===== src/rtl/mux_2a1_pkg.sv =====
// Shared constants for the registered 2:1 mux slice.
// The optional parity feature is enabled by defining MUX_2A1_PARITY_EN.
package mux_2a1_pkg;

    localparam int unsigned WIDTH_DEF = 3;

    typedef logic sel_t;

    localparam sel_t SEL_A = 1'b0;
    localparam sel_t SEL_B = 1'b1;

endpackage : mux_2a1_pkg


===== src/rtl/mux_2a1_if.sv =====
// Operand/select/result bundle for mux_2a1; F_par exists only when
// MUX_2A1_PARITY_EN is defined.
interface mux_2a1_if
    import mux_2a1_pkg::*;
#(
    parameter int unsigned WIDTH = WIDTH_DEF
);

    logic [WIDTH-1:0] A;
    logic [WIDTH-1:0] B;
    logic             s0;
    logic             en;
    logic [WIDTH-1:0] F;
`ifdef MUX_2A1_PARITY_EN
    logic             F_par;
`endif

`ifdef MUX_2A1_PARITY_EN
    modport master (output A, output B, output s0, output en, input F, input F_par);
    modport slave  (input A, input B, input s0, input en, output F, output F_par);
`else
    modport master (output A, output B, output s0, output en, input F);
    modport slave  (input A, input B, input s0, input en, output F);
`endif

endinterface : mux_2a1_if


===== src/rtl/mux_2a1_core.sv =====
// Purely combinational WIDTH-bit 2:1 selection feeding the output register.
module mux_2a1_core
    import mux_2a1_pkg::*;
#(
    parameter int unsigned WIDTH = WIDTH_DEF
) (
    input  logic [WIDTH-1:0] A,
    input  logic [WIDTH-1:0] B,
    input  sel_t             s0,
    output logic [WIDTH-1:0] sel_d
);

    always_comb begin
        sel_d = (s0 == SEL_A) ? A : B;
    end

endmodule : mux_2a1_core


===== src/rtl/mux_2a1.sv =====
// Registered 2:1 mux with load enable and synchronous reset.
// Defining MUX_2A1_PARITY_EN adds a registered even-parity output F_par.
module mux_2a1
    import mux_2a1_pkg::*;
#(
    parameter int unsigned WIDTH = WIDTH_DEF
) (
    input  logic      clk,
    input  logic      rst,
    mux_2a1_if.slave  bus
);

    logic [WIDTH-1:0] sel_d;
    logic [WIDTH-1:0] f_q;

    mux_2a1_core #(
        .WIDTH (WIDTH)
    ) u_core (
        .A     (bus.A),
        .B     (bus.B),
        .s0    (bus.s0),
        .sel_d (sel_d)
    );

    always_ff @(posedge clk) begin
        if (rst) begin
            f_q <= '0;
        end else if (bus.en) begin
            f_q <= sel_d;
        end
    end

    assign bus.F = f_q;

`ifdef MUX_2A1_PARITY_EN
    logic par_q;

    // Loaded from sel_d on the same edges as f_q, so it always tracks ^F.
    always_ff @(posedge clk) begin
        if (rst) begin
            par_q <= 1'b0;
        end else if (bus.en) begin
            par_q <= ^sel_d;
        end
    end

    assign bus.F_par = par_q;
`endif

endmodule : mux_2a1


===== src/flat_wrapper.sv =====
// flat-port wrapper written by rule: the top's interface ports become plain ports
module mux_2a1_flat import mux_2a1_pkg::*;
#(
    parameter int unsigned WIDTH = WIDTH_DEF
)
  (clk, rst, bus_A, bus_B, bus_s0, bus_en, bus_F);
  mux_2a1_if #(.WIDTH(WIDTH)) bus_i ();
  input  logic clk;
  input  logic rst;
  input wire logic [$bits(bus_i.A)-1:0] bus_A;
  input wire logic [$bits(bus_i.B)-1:0] bus_B;
  input wire logic [$bits(bus_i.s0)-1:0] bus_s0;
  input wire logic [$bits(bus_i.en)-1:0] bus_en;
  output wire logic [$bits(bus_i.F)-1:0] bus_F;
  assign bus_i.A = bus_A;
  assign bus_i.B = bus_B;
  assign bus_i.s0 = bus_s0;
  assign bus_i.en = bus_en;
  assign bus_F = bus_i.F;
  mux_2a1 #(.WIDTH(WIDTH)) u_core (.clk(clk), .rst(rst), .bus(bus_i));
endmodule

===== config.mk =====
export PLATFORM = sky130hd
export DESIGN_NAME = mux_2a1_flat
export DESIGN_NICKNAME = d
export VERILOG_FILES = /design/src/rtl/mux_2a1_pkg.sv /design/src/rtl/mux_2a1_if.sv /design/src/rtl/mux_2a1_core.sv /design/src/rtl/mux_2a1.sv /design/src/flat_wrapper.sv
export SDC_FILE = /design/constraint.sdc
export NUM_CORES = 1
export LEC_CHECK = 0
export CAP_MARGIN = 15
export CORE_AREA = 2 2 39 41
export DETAILED_ROUTE_END_ITERATION = 16
export DIE_AREA = 0 0 41 43
export GPL_ROUTABILITY_DRIVEN = 0
export GPL_TIMING_DRIVEN = 0
export SLEW_MARGIN = 25
export SYNTH_ARGS = -nofsm -noshare
export SYNTH_HDL_FRONTEND = slang
export SYNTH_SLANG_ARGS = --single-unit
export TNS_END_PERCENT = 1

===== constraint.sdc =====
create_clock -name clk -period 1.8 [get_ports clk]
set_input_delay 0.36 -clock clk [delete_from_list [all_inputs] [get_ports clk]]
set_output_delay 0.36 -clock clk [all_outputs]
set_load 0.01 [all_outputs]

==> results.md <==
- Total length of routed wires: 361 um
- Critical Path Fanout Max: 2
- Top-level port count: 13
- Critical Path End Type: output pin
- Relative slew slack: 86.2%
- Detail Route Antenna Nets: 0
- CTS Sinks: 3
- Floorplan Core Area: 0.00138 mm^2
- Combinational group share of total power: 18.7%
- DRC marker count from the first detailed-route iteration: 2
- Synthesis-stage register bit count: 3
- Fraction of post-synthesis cell area in the top cell type by area: 48.5%
- Count of pins over their slew limit: 0
- Peak clock frequency supported by timing: 0.686 GHz
- Unrepaired setup endpoints after global routing: no
- Fraction of final layout cells with drive strength greater than 1: 10.7%
- Max reg flops: 3
- First-pass iteration count of the detailed router: 3
- Total routing usage reported by global routing: 5.51%
- Worst Max-Slew Pin Slew: 0.206 ns
- Setup Skew: 0 ns
- Overflow left after global routing: 0
- Total power per unit cell area: 816 mW/mm^2
- Hold-fix buffers, CTS: 0
- Worst hold path class: reg2reg
- Fraction of power spent switching nets: 21.5%
- Max H-tree Level: 1
- PostCTS Resize Cnt: 0
- Remaining DRCs: 0
- Pre-CTS WS: 0.431 ns
- Outcome: finished clean
- Crit path buffers/inverters: 1
- # port buffers: 12
- Slowest cell on the critical path: sky130_fd_sc_hd__clkdlybuf4s50_1
- Register area share after synthesis: 48.5%
- Clk pwr share: 50.0%
- Number of vias after detailed routing: 145
- Detail-routed net length per standard cell: 8.20 um
- Via density per instance: 3.30
- Gate count of the mapped netlist: 12
- Number of failing hold endpoints at the final stage: 0
- Net switching component of the power: 0.0000510 W
- Data required time of the worst path: 1.44 ns
- Critical path, cell by cell: clkdlybuf4s50_1
- Effective utilization at floorplan: 8.95%
- Mapped cell area: 124 um^2
- Least setup slack across all paths after layout: 0.343 ns
- Number of max-cap violations: 0
- Number of distinct library cell variants in the gate-level netlist after synthesis: 4
- Reg clk slew, reported paths: 0.04 ns
- CTS tree: yes
- Count of antenna diodes in the layout: 0
- Sequential fraction of design power: 31.3%
- Setup violators final: 0
- Net count after synthesis: 22
- Tmin final: 1.46 ns
- Number of core rows: 14
- Delay of the slowest critical-path stage: 0.54 ns
- Number of global-route vias before repair: 161
- Crit path kind: reg2out
- Clock buffer count from CTS: 3
- Top cell family by delay on the critical path: buffers and inverters
- Antenna violations before repair: 0
- Number of setup buffers added after CTS: 0
- Bufs on Longest Clock Path: 2
- Maximum number of pins on one net before global-route repair: 7
- Largest area contributor in the synthesized netlist: sky130_fd_sc_hd__dfxtp_1
- Sum of negative setup slack: 0 ns
- Internal Pwr Total: 0.000186 W
- Leakage: 0.113 nW
- Wire length of the first global-routing pass: 524 um
- Full die area: 0.00176 mm^2
- Type of origin of the critical path: register
- Synthesized area per cell: 10.3 um^2
- Final period util: 81.0%
- Number of nets in the final layout: 39
- Overall die height: 43 um
- Max VDD drop: 0.000154 V
- Area Growth Syn to Fin: 134%
- Largest cells by area after synthesis: sky130_fd_sc_hd__dfxtp_1 (48%), sky130_fd_sc_hd__mux2i_1 (24%), sky130_fd_sc_hd__a211oi_1 (18%)
- Critical Path AT: 1.10 ns
- Root Driver: sky130_fd_sc_hd__clkbuf_4
- Die width: 41 um
- Clock network latency to the later pin of the worst-skew pair: 0.23 ns
- Number of warnings printed during yosys synthesis: 0
synthesized netlist by cell type:
cell type                  instances
sky130_fd_sc_hd__a211oi_1          3
sky130_fd_sc_hd__mux2i_1           3
sky130_fd_sc_hd__nor2_1            3
sky130_fd_sc_hd__dfxtp_1           3
logic make-up after synthesis:
logic type | share of synthesized area, %
compound gates | 18.2
flops | 48.5
mux | 24.2
simple gates | 9.09
metal layers:
metal  vias to the layer above  wire length (um)  track usage, %
li1                         76                 -               -
met1                        60               125            3.18
met2                         7               197            7.50
met3                         2                18               0
met4                         0                19            14.0
met5                         -                 0               0
power by group through the flow:
| stage | Clock, W | Combinational [W] | Sequential (W) |
|---|---|---|---|
| after detailed placement | 0 | 0.0000449 | 0.0000753 |
| after global routing | 0.000127 | 0.0000489 | 0.0000746 |
| final | 0.000118 | 0.0000443 | 0.0000742 |
| after CTS | 0.000127 | 0.0000449 | 0.0000742 |
| after global placement | 0 | 0.0000445 | 0.0000751 |
| after floorplan | 0 | 0.00000904 | 0.0000776 |
cell type report:
class / instances / area (um^2)
multi-input combinational: 9 / 63.8
fill: 169 / 1090
sequential: 3 / 60.1
tap: 16 / 20.0
timing repair buffer: 12 / 120
clock buffer: 4 / 26.3
stage by stage:
stage	util (%)	power, W	hold WS, ns	std cells	cell area [um^2]
final	21.0	0.000237	0.487	44	290
after CTS	21.0	0.000246	0.493	44	290
after global placement	19.1	0.000120	0.483	40	264
after detailed placement	19.1	0.000120	0.488	40	264
after global routing	21.0	0.000250	0.522	44	290
after floorplan	-	0.0000867	0.433	12	124
path summary, 6_finish.rpt:
kind / start / endpoint / slack (ns) / cells after the start
worst min register to register: u_core.bus.F[2]$_SDFFE_PP0P_ / u_core.bus.F[2]$_SDFFE_PP0P_ / 0.49 / 2
worst max-delay path: u_core.bus.F[0]$_SDFFE_PP0P_ / bus_F[0] / 0.34 / 1
worst min-delay path: u_core.bus.F[2]$_SDFFE_PP0P_ / u_core.bus.F[2]$_SDFFE_PP0P_ / 0.49 / 2
worst max register to register: u_core.bus.F[0]$_SDFFE_PP0P_ / u_core.bus.F[0]$_SDFFE_PP0P_ / 1.16 / 2
layout by cell type (no fill, tap or decap), drive strengths merged:
master	synthesis	final
mux2i	3	3
a211oi	3	3
nor2	3	3
clkbuf	0	4
clkdlybuf4s50	0	12
dfxtp	3	3
Note: power is estimated with default switching activity, not from simulation.
